<file path="config.mk">
export PLATFORM = sky130hd
export DESIGN_NAME = core_sched
export DESIGN_NICKNAME = d
export VERILOG_FILES = /design/src/rtl/core_sched.sv
export SDC_FILE = /design/constraint.sdc
export NUM_CORES = 1
export LEC_CHECK = 0
export BUFFER_PORTS_ARGS = -buffer_cell sky130_fd_sc_hd__buf_2
export CAP_MARGIN = 5
export CORE_MARGIN = 1
export CORE_UTILIZATION = 35
export CTS_CLUSTER_SIZE = 20
export DETAILED_ROUTE_END_ITERATION = 8
export GPL_TIMING_DRIVEN = 0
export MAX_ROUTING_LAYER = met4
export PLACE_DENSITY = 0.62
export RECOVER_POWER = 100
export SLEW_MARGIN = 20
export SYNTH_ARGS = -nofsm -noshare
export SYNTH_HDL_FRONTEND = slang
export SYNTH_SLANG_ARGS = --single-unit
export TNS_END_PERCENT = 50
</file>
<file path="constraint.sdc">
create_clock -name CLK -period 4.49 [get_ports CLK]
set_clock_uncertainty 0.15 [all_clocks]
set_input_delay 0.2245 -clock CLK [delete_from_list [all_inputs] [get_ports CLK]]
set_output_delay 0.2245 -clock CLK [all_outputs]
set_load 0.01 [all_outputs]
</file>
<file path="src/rtl/core_sched.sv">
// Round-robin scheduler granting one core at a time a multi-lap run of a 4-phase ring.
// Optional abort-on-request-drop behaviour is enabled by defining CORE_SCHED_ABORT_EN.
module core_sched #(
    parameter int unsigned NCORE = 4
) (
    input  logic             CLK,
    input  logic             RSTN,
    input  logic [NCORE-1:0] req,
    input  logic [3:0]       run_len,
    output logic [NCORE-1:0] gnt,
    output logic [3:0]       phase,
    output logic             busy,
    output logic [NCORE-1:0] done
);

    localparam int unsigned IDXW = (NCORE > 1) ? $clog2(NCORE) : 1;
    localparam int unsigned LAPW = 5;

    localparam logic [3:0]       PH_IDLE  = 4'b0000;
    localparam logic [3:0]       PH_FIRST = 4'b0001;
    localparam logic [3:0]       PH_LAST  = 4'b1000;
    localparam logic [IDXW-1:0]  LAST_RST = IDXW'(NCORE - 1);
    localparam logic [NCORE-1:0] ONE_HOT0 = NCORE'(1);
    localparam logic [LAPW-1:0]  LAP_ONE  = LAPW'(1);
    localparam logic [LAPW-1:0]  LAP_MAX  = LAPW'(16);

    typedef enum logic [1:0] {
        S_IDLE = 2'd0,
        S_RUN  = 2'd1,
        S_DONE = 2'd2
    } state_e;

    state_e            state_q, state_d;
    logic [NCORE-1:0]  gnt_q,   gnt_d;
    logic [3:0]        phase_q, phase_d;
    logic              busy_q,  busy_d;
    logic [NCORE-1:0]  done_q,  done_d;
    logic [LAPW-1:0]   lap_q,   lap_d;
    logic [IDXW-1:0]   last_q,  last_d;
    logic [IDXW-1:0]   idx_q,   idx_d;

    logic              win_found_c;
    logic [IDXW-1:0]   win_idx_c;
    logic              abort_c;
    logic [LAPW-1:0]   lap_load_c;

    // Round-robin winner: first requesting core after the last one served.
    always_comb begin
        logic [IDXW-1:0] cand;
        cand        = '0;
        win_found_c = 1'b0;
        win_idx_c   = last_q;
        for (int unsigned i = 1; i <= NCORE; i++) begin
            cand = IDXW'((32'(last_q) + i) % NCORE);
            if (!win_found_c && req[cand]) begin
                win_found_c = 1'b1;
                win_idx_c   = cand;
            end
        end
    end

    assign lap_load_c = (run_len == 4'd0) ? LAP_MAX : {1'b0, run_len};

`ifdef CORE_SCHED_ABORT_EN
    assign abort_c = (state_q == S_RUN) && !req[idx_q];
`else
    assign abort_c = 1'b0;
`endif

    // Next-state and registered-output computation.
    always_comb begin
        state_d = state_q;
        gnt_d   = gnt_q;
        phase_d = phase_q;
        busy_d  = busy_q;
        done_d  = '0;
        lap_d   = lap_q;
        last_d  = last_q;
        idx_d   = idx_q;

        unique case (state_q)
            S_IDLE: begin
                gnt_d   = '0;
                phase_d = PH_IDLE;
                busy_d  = 1'b0;
                if (win_found_c) begin
                    gnt_d   = ONE_HOT0 << win_idx_c;
                    idx_d   = win_idx_c;
                    phase_d = PH_FIRST;
                    busy_d  = 1'b1;
                    lap_d   = lap_load_c;
                    state_d = S_RUN;
                end
            end

            S_RUN: begin
                if (abort_c) begin
                    gnt_d   = '0;
                    phase_d = PH_IDLE;
                    busy_d  = 1'b0;
                    lap_d   = '0;
                    last_d  = idx_q;
                    state_d = S_IDLE;
                end else if (phase_q == PH_LAST) begin
                    if (lap_q > LAP_ONE) begin
                        lap_d   = lap_q - LAP_ONE;
                        phase_d = PH_FIRST;
                    end else begin
                        gnt_d   = '0;
                        phase_d = PH_IDLE;
                        busy_d  = 1'b0;
                        done_d  = gnt_q;
                        lap_d   = '0;
                        last_d  = idx_q;
                        state_d = S_DONE;
                    end
                end else begin
                    phase_d = phase_q << 1;
                end
            end

            S_DONE: begin
                gnt_d   = '0;
                phase_d = PH_IDLE;
                busy_d  = 1'b0;
                state_d = S_IDLE;
            end

            default: begin
                gnt_d   = '0;
                phase_d = PH_IDLE;
                busy_d  = 1'b0;
                state_d = S_IDLE;
            end
        endcase
    end

    always_ff @(posedge CLK or negedge RSTN) begin
        if (!RSTN) begin
            state_q <= S_IDLE;
            gnt_q   <= '0;
            phase_q <= PH_IDLE;
            busy_q  <= 1'b0;
            done_q  <= '0;
            lap_q   <= '0;
            last_q  <= LAST_RST;
            idx_q   <= '0;
        end else begin
            state_q <= state_d;
            gnt_q   <= gnt_d;
            phase_q <= phase_d;
            busy_q  <= busy_d;
            done_q  <= done_d;
            lap_q   <= lap_d;
            last_q  <= last_d;
            idx_q   <= idx_d;
        end
    end

    assign gnt   = gnt_q;
    assign phase = phase_q;
    assign busy  = busy_q;
    assign done  = done_q;

endmodule

</file>
Yosys cells after proc, flatten, opt, wreduce, memory -nomap -nowiden
Index checks and enable logic that the tools add are counted.
{"block": "op_classes", "n_shift": 1, "add_sub_neg": 5, "reduce_logical": 14, "bitwise": 1, "magnitude_cmp": 5, "eq_ne": 5, "n_mux": 40}
{"cell": "2-to-1 mux 4 bit", "count": 7}
{"cell": "2-to-1 mux 5 bit", "count": 4}
{"cell": "case mux 4 bit (2 select lines)", "count": 2}
{"cell": "2-to-1 mux 2 bit", "count": 7}
{"cell": "2-to-1 mux 1 bit", "count": 13}
{"cell": "less-than comparator 2 x 3 -> 1 bit, second input constant", "count": 4}
{"cell": "case mux 5 bit (2 select lines)", "count": 1}
{"cell": "AND reduction 3 bit", "count": 3}
{"cell": "binary-select mux 1 bit (select 2 bit)", "count": 4}
{"cell": "inequality test 2 bit, second input constant", "count": 3}
{"cell": "greater-than comparator 5 x 1 -> 1 bit, second input constant", "count": 1}
{"cell": "subtractor 5 x 1 -> 5 bit, second input constant", "count": 1}
{"cell": "adder 2 x 1 -> 2 bit, second input constant", "count": 2}
{"cell": "adder 2 bit, second input constant", "count": 2}
{"cell": "equality test 4 bit, second input constant", "count": 1}
{"cell": "logical NOT 4 bit", "count": 1}
{"cell": "case mux 2 bit (2 select lines)", "count": 1}
{"cell": "AND reduction 2 bit", "count": 2}
{"cell": "left shift 1 x 2 -> 4 bit, first input constant", "count": 1}
{"cell": "logical AND 1 bit", "count": 3}
{"cell": "logical NOT 1 bit", "count": 3}
{"cell": "equality test 2 x 1 -> 1 bit, second input constant", "count": 1}
{"cell": "logical NOT 2 bit", "count": 1}
{"cell": "case mux 1 bit (2 select lines)", "count": 1}
{"cell": "other kinds (2)", "count": 2}
{"block": "totals", "output_inout_bits": 13, "regBits": 24}

Longest topological paths before layout
Gate-level depths: netlist of the first run.
{"block": "depth", "ltp_word": 16, "mapped_depth": 6, "mapped_depth_nobuf": 6}

Least setup slack after synthesis of the first run
Ideal clock, no wire load.
{"block": "synth_path", "path_kind": "register -> register", "from": "reg phase_q[0] (netlist: phase[0])", "to": "reg last_q[0]", "setup_slack_ps": 2730, "arrival_ps": 1528, "path_buffers": 0, "path_stages_with_launch": 5, "path_cell_list": "dfrtp_1 -> nor4b_2 -> nand2_1 -> nor2_4 -> mux2_2"}
{"block": "synth_between", "elab_chain_len": 2}
{"element": "from (decl)", "line": "35", "text": "logic [3:0] phase_q, phase_d;"}
{"element": "from (signal assigned)", "line": "151", "text": "phase_q <= phase_d;"}
{"element": "equality test 4 bit", "line": "104", "text": "end else if (phase_q == PH_LAST) begin"}
{"element": "AND reduction 3 bit (no source line)"}
{"element": "to (signal assigned)", "line": "155", "text": "last_q <= last_d;"}
{"element": "to (decl)", "line": "39", "text": "logic [IDXW-1:0] last_q, last_d;"}
Every way passes these cells.
A chain may end at the register's enable or synchronous reset.

Final worst setup path of the first run
Same ends and word-level chain as after synthesis.

==> impl_metrics.ini, run 1 <==
[synth]
synth_most_common_cell = dfrtp_1
synth.area.top_cells = dfrtp_1 (48%), dfstp_2 (4.6%), and2_1 (3.8%)
ys_types = 40
ys_seq_area_share_pct = 52.6
ys_warn_count = 0
netlist_instances = 105
synth_top_area_share_pct = 48.0
async_reset_ff_share_pct = 100
synth_area_mm2 = 0.00115
synth_edf_count = 0
yosys.area.top_type = dfrtp_1
ys.flop_type = dfrtp_1
ys_ff_latch = 24
syn_nets = 117
ys_top_cells_by_count = dfrtp_1 (22), nand2_1 (9), a21oi_1 (8)
syn_area_per_cell_um2 = 10.9

[cts]
h-tree-depth = 1
postCtsSetupBuffers = 0
cts_tree = yes
clkSinkCount = 24
cts_buffer_depth = 2
cts_buffers = 3
cts-root-buf = clkbuf_4
cts.clk_slew.worst_paths_ns = 0.13
ctsResizeCount = 0
ctsHoldBuffers = 1
insertion_delay_ns = 0.31

[routing]
ant_nets = 0
met3WireLength_um = 108
drc = 0
drt_iter0_markers = 43
vias = 881
viasPerCell = 5.01
m1WireLength_mm = 1.01
dr.pass1.iters = 4
post_drt_wl_per_cell_um = 12.4
wl_mm = 2.18
routed-wl-met2_mm = 1.03
dr.max_layer_used = met4

[status]
run_status = complete, no violations

[min_path]
hold_path_end = lap_q[3]$_DFFE_PN0P_
holdCritStartpoint = run_len[3]
hold_path_depth = 3
hold_class = in2reg

[sta]
tns_ns = 0
hold_viol = 0
timing.slew.headroom_pct = 14.7
worst_slew_pin_slew_ns = 1.28
period_needed_ns = 2.22
max_freq_mhz = 450
rsz0062_at_grt = false
finalCritPeriodShare_pct = 49.5
drv_slew = 0
fin_ws_ns = 2.27
finalSetupViolations = 0

[die]
core_area_mm2 = 0.00308
die_x_um = 59.2
start_util_pct = 37.2
ios = 23
die_area_mm2 = 0.00351
rows = 20
dieHeight_um = 59.2

[layout]
nFillCells = 315
drive_gt1_share_pct = 15.9
diodes = 0
fin_cells = 176
nNetsFinal = 145
post-route-util_pct = 43.1
final_area_mm2 = 0.00133
multi_input_area_um2 = 477
final-seq-area_um2 = 603
layout-area-overhead-vs-synth_pct = 15.8

[worst_setup_path]
path_max_fanout = 7
critPathArrivalTime_ns = 2.33
cp-start-kind = flip-flop
reg2reg_from = phase[0]$_DFF_PN0_
cp.required_ns = 4.60
r2r_end = last_q[0]$_DFFE_PN1P_
path_class = reg2reg
r2r_setup_slack_ns = 2.27
setup.worst_path.end_class = flip-flop
reg2reg_depth = 4

[pwr]
p_leak_uw = 0.000583
ir_drop_v = 0.000206
cellPowerDensity_mw_per_mm2 = 655

[flow_run]
maxCapViolations = 0

[placement]
port_buffers = 22
placedCellCount = 171
dpl.hpwl_mm = 1.59
pre_cts_slack_ns = 2.57
placed_area_mm2 = 0.00131
place.gp.congestion = 0.835

[global_route]
antenna_found_initial = 0
gr-total-overflow = 0
grt_max_degree = 25
track_usage_pct = 14.5
grt_pass1_wl_mm = 3.60
grt_pass1_vias = 810
## placed cells by master, fill, tap and decap left out, drive strengths merged, types with 2 or more instances in the layout
cell,count
dfrtp,22
clkbuf,18
nand2,9
buf,9
a21oi,8
and2,8
inv,6
nor2,6
nor3,4
o31ai,3
o21ai,3
mux2,3
nor2b,2
nand2b,2
a22oi,2
o22ai,2
a32o,2
ha,2
dfstp,2
or4,2
## stage by stage
stage | hold WS (ns) | power (uW)
floorplan | -0.221 | 643
global placement | 0.0828 | 741
detailed placement | 0.0856 | 750
CTS | 0.0773 | 910
global route | 0.0790 | 950
finish | 0.0880 | 870
## per-layer routing
metal / up-vias / GRT usage [%]
met3: 2 / 5.46
met1: 420 / 16.7
met4: 0 / 3.06
met5: - / -
li1: 436 / -
met2: 23 / 23.9
## power by group
part | internal (uW) | switching, uW
clock | 90.3 | 63.5
sequential | 296 | 55.0
combinational | 153 | 211
## worst max-delay path by stage
| stage | startpoint | end | slack, ns |
|---|---|---|---|
| 2_1_floorplan | phase[0]$_DFF_PN0_ | last_q[0]$_DFFE_PN1P_ | 2.73 |
| 3_3_place_gp | phase[0]$_DFF_PN0_ | last_q[1]$_DFFE_PN1P_ | 2.60 |
| 3_5_place_dp | phase[0]$_DFF_PN0_ | last_q[0]$_DFFE_PN1P_ | 2.57 |
| 4_1_cts | last_q[1]$_DFFE_PN1P_ | gnt[2]$_DFFE_PN0P_ | 2.54 |
| 5_1_grt | phase[0]$_DFF_PN0_ | last_q[0]$_DFFE_PN1P_ | 2.15 |
| 6_report | phase[0]$_DFF_PN0_ | last_q[0]$_DFFE_PN1P_ | 2.27 |
## layout make-up
class | count | share of cell area, %
clock inverter | 1 | 2.26
multi-input combinational | 73 | 35.9
inverter | 6 | 1.70
timing repair buffer | 23 | 7.73
sequential | 24 | 45.4
tap | 44 | 4.15
clock buffer | 3 | 1.70
buffer | 2 | 1.13
## logic make-up after synthesis
group	count (synthesis)	share of synthesized area, %
AND/OR/NAND/NOR	40	20.6
AO/OA/AOI/OAI	27	17.0
multiplexers	4	4.15
flip-flops	24	52.6
buffers and inverters	8	3.38
adder cells (fa/ha/maj)	2	2.18
## worst max-delay path: stages, from the launching register on
cell and delay (ns):
dfrtp_1 0.42, nor4b_1 0.67, nand2_1 0.13, nor2_1 0.41
mux2_2 0.39
## state kept, by name, indices dropped and copies added, names as in the netlist
| name | count |
|---|---|
| busy | 1 |
| done | 4 |
| gnt | 4 |
| idx_q | 2 |
| lap_q | 5 |
| last_q | 2 |
| phase | 4 |
| state_q | 2 |
(Power assumes the default switching activity.)
==> run 2: changes to the inputs <==
--- a/config.mk
+++ b/config.mk
@@ -5,6 +5,7 @@
 export SDC_FILE = /design/constraint.sdc
 export NUM_CORES = 1
 export LEC_CHECK = 0
+export ABC_AREA = 1
 export BUFFER_PORTS_ARGS = -buffer_cell sky130_fd_sc_hd__buf_2
 export CAP_MARGIN = 5
 export CORE_MARGIN = 1
@@ -13,7 +14,7 @@
 export DETAILED_ROUTE_END_ITERATION = 8
 export GPL_TIMING_DRIVEN = 0
 export MAX_ROUTING_LAYER = met4
-export PLACE_DENSITY = 0.62
+export PLACE_DENSITY = 0.61
 export RECOVER_POWER = 100
 export SLEW_MARGIN = 20
 export SYNTH_ARGS = -nofsm -noshare
==> constraint.sdc (replaced) <==
create_clock -name CLK -period 2.25 [get_ports CLK]
set_clock_uncertainty 0.15 [all_clocks]
set_input_delay 0.1125 -clock CLK [delete_from_list [all_inputs] [get_ports CLK]]
set_output_delay 0.1125 -clock CLK [all_outputs]
set_load 0.01 [all_outputs]
==> impl_metrics.ini, run 2 <==
[worst_setup_path]
crit_top_cell = nand2_4
path_max_fanout = 10
critPathArrivalTime_ns = 2.02
cp-startpoint = last_q[0]$_DFFE_PN1P_
cpMaxStageDelayCell = dfstp_1
cp.required_ns = 2.26
crit_path_max_incr_delay_ns = 0.55
crit_chain = inv_1 -> buf_6 -> nand2_1 -> nand2_1 -> nand2_4 -> nand2_4 -> nor2_4 -> nand3_2 -> nand2_4 -> nand2_4 -> nand2_1 -> o21ai_2
setup.worst_path.end_class = flip-flop
cp-start-kind = flip-flop
path_class = reg2reg
cp_top_family = simple AND/OR/NAND/NOR gates
reg2reg_from = last_q[0]$_DFFE_PN1P_
crit_buf_inv = 2

[cts]
cts_tree = yes
insertion_delay_ns = 0.27
h-tree-depth = 1
cts-root-buf = clkbuf_8
cts_buffers = 3
clkSinkCount = 24
ctsResizeCount = 0
cts_buffer_depth = 2
cts.clk_slew.worst_paths_ns = 0.09

[synth]
syn_nets = 202
ys_types = 25
synth_edf_count = 0
ys_ff_latch = 24
synth.area.top_cells = dfrtp_1 (39%), nand2_1 (19%), inv_1 (6.1%)
yosys.area.top_type = dfrtp_1
synth_most_common_cell = nand2_1
synth_top_family_by_area = simple AND/OR/NAND/NOR gates
synth_fa_ha_area_share_pct = 1.78
ys_warn_count = 0
ys_top_cells_by_count = nand2_1 (71), inv_1 (23), dfrtp_1 (22)
synth_top_area_share_pct = 39.1
syn_area_per_cell_um2 = 7.42
synthMuxAreaShare_pct = 0
ys_seq_area_share_pct = 42.8
ys.flop_type = dfrtp_1
async_reset_ff_share_pct = 100
netlist_instances = 190
synth_area_mm2 = 0.00141
synth_xor_area_share_pct = 1.87
yosys.area_share.simple_pct = 39.2
synth_compound_gate_area_share_pct = 6.13

[global_route]
gr-total-overflow = 0
track_usage_pct = 14.2
grt_pass1_vias = 1046
grt_use_met1_pct = 18.1
use_met3_pct = 3.65
grt_max_degree = 25
busiest_layer = met2
antenna_found_initial = 0
grt_pass1_wl_mm = 4.62
grt_use_met2_pct = 22.4

[layout]
layout_common_cells = nand2_1 (72), inv_1 (24), dfrtp_1 (22)
final_common_cell = nand2_1
largest_register_ff_count = 5
regMostFlops = lap_q
drive_gt1_share_pct = 15.2
nFillCells = 410
final_area_mm2 = 0.00164
diodes = 0
nNetsFinal = 230
layout-area-overhead-vs-synth_pct = 16.1

[pwr]
p_leak_uw = 0.000898
cellPowerDensity_mw_per_mm2 = 523
ir_drop_v = 0.000416

[sta]
period_needed_ns = 2.01
hold_viol = 0
rsz0062_at_grt = false
tns_ns = 0
worst_slew_pin_slew_ns = 1.29
finalCritPeriodShare_pct = 89.4
fin_ws_ns = 0.238
max_freq_mhz = 497
finalSetupViolations = 0
drv_slew = 0
whs_ns = 0.0378
timing.slew.headroom_pct = 14.3

[die]
core_area_mm2 = 0.00377
die_x_um = 65.4
start_util_pct = 37.4
ios = 23
rows = 22
dieHeight_um = 65.4
die_area_mm2 = 0.00428

[routing]
ant_nets = 0
post_drt_wl_per_cell_um = 9.99
wl_mm = 2.65
drt_iter0_markers = 38
vias = 1202
viasPerCell = 4.54
dr.pass1.iters = 4
drc = 0

[flow_run]
maxCapViolations = 0

[placement]
port_buffers = 22
placed_area_mm2 = 0.00158
place.gp.congestion = 0.803
dpl.hpwl_mm = 2.02
pre_cts_slack_ns = 0.297

[status]
run_status = complete, no violations

[min_path]
holdCritStartpoint = run_len[0]
hold_class = in2reg
[run 2: changes by cell type after synthesis, sizes merged, moves of 3 or more]
cell	change
and2	-8
nand3	+14
nor2	+13
a21oi	-8
o21ai	+8
mux2	-3
o31ai	-3
inv	+20
nand2	+71
[run 2: where the power goes]
| part | leakage (uW) | total, uW | internal [uW] | switching, uW |
|---|---|---|---|---|
| Clock | 0.0000357 | 372 | 238 | 134 |
| Combinational | 0.000585 | 52.2 | 17.6 | 34.6 |
| Sequential | 0.000277 | 431 | 431 | 0 |
| Total | 0.000898 | 855 | 686 | 168 |
[run 2: final timing paths]
kind / to / slack, ns / depth (start not counted)
min: lap_q[0]$_DFFE_PN0P_ / 0.04 / 5
max reg2reg: lap_q[1]$_DFFE_PN0P_ / 0.24 / 12
max: lap_q[1]$_DFFE_PN0P_ / 0.24 / 12
min reg2reg: busy$_DFFE_PN0P_ / 0.33 / 2
min in group asynchronous: busy$_DFFE_PN0P_ / 0.49 / 2
max in group asynchronous: phase[3]$_DFF_PN0_ / 0.69 / 2
[run 2: stage by stage]
step	util [%]	instances	power, uW
final	43.4	265	855
after global routing	43.4	265	892
after CTS	44.0	265	869
after detailed placement	41.9	260	492
after global placement	41.9	260	492
after floorplan	-	190	470
[run 2: tightest hold or removal path, delay by kind of cell]
kind	cells	cell delay (ns)
compound gates	2	0.11
buf+inv	1	0.09
simple gates	2	0.11
[run 2: per-layer routing]
| metal | share of wire [%] | vias up | routed length [um] |
|---|---|---|---|
| met5 | 0 | - | 0 |
| met4 | 0.83 | 0 | 22 |
| met3 | 3.4 | 2 | 90 |
| met2 | 45 | 14 | 1200 |
| met1 | 50 | 545 | 1340 |
| li1 | - | 641 | - |
[run 2: kinds of logic (layout without fill, tap and decap cells)]
group	count (synthesis)	count (layout)
AND/OR/NAND/NOR	119	119
buffers and inverters	28	55
flip-flops	24	24
AO/OA/AOI/OAI	14	14
XOR/XNOR	3	3
adder cells (fa/ha/maj)	2	2
[run 2: cell type report]
type	instances	area [um2]	area share [%]
clock inverter	1	30.0	1.84
tap	48	60.1	3.67
clock buffer	3	41.3	2.52
buffer	2	18.8	1.15
sequential	24	603	36.9
multi-input combinational	138	682	41.7
timing repair buffer	23	103	6.27
inverter	26	97.6	5.97
[run 2: what timing repair did]
item | 4_1_cts | 5_1_grt
hold buffers | 1 | 0
hold endpoints to repair | 22 | 0
setup buffers | 0 | 0
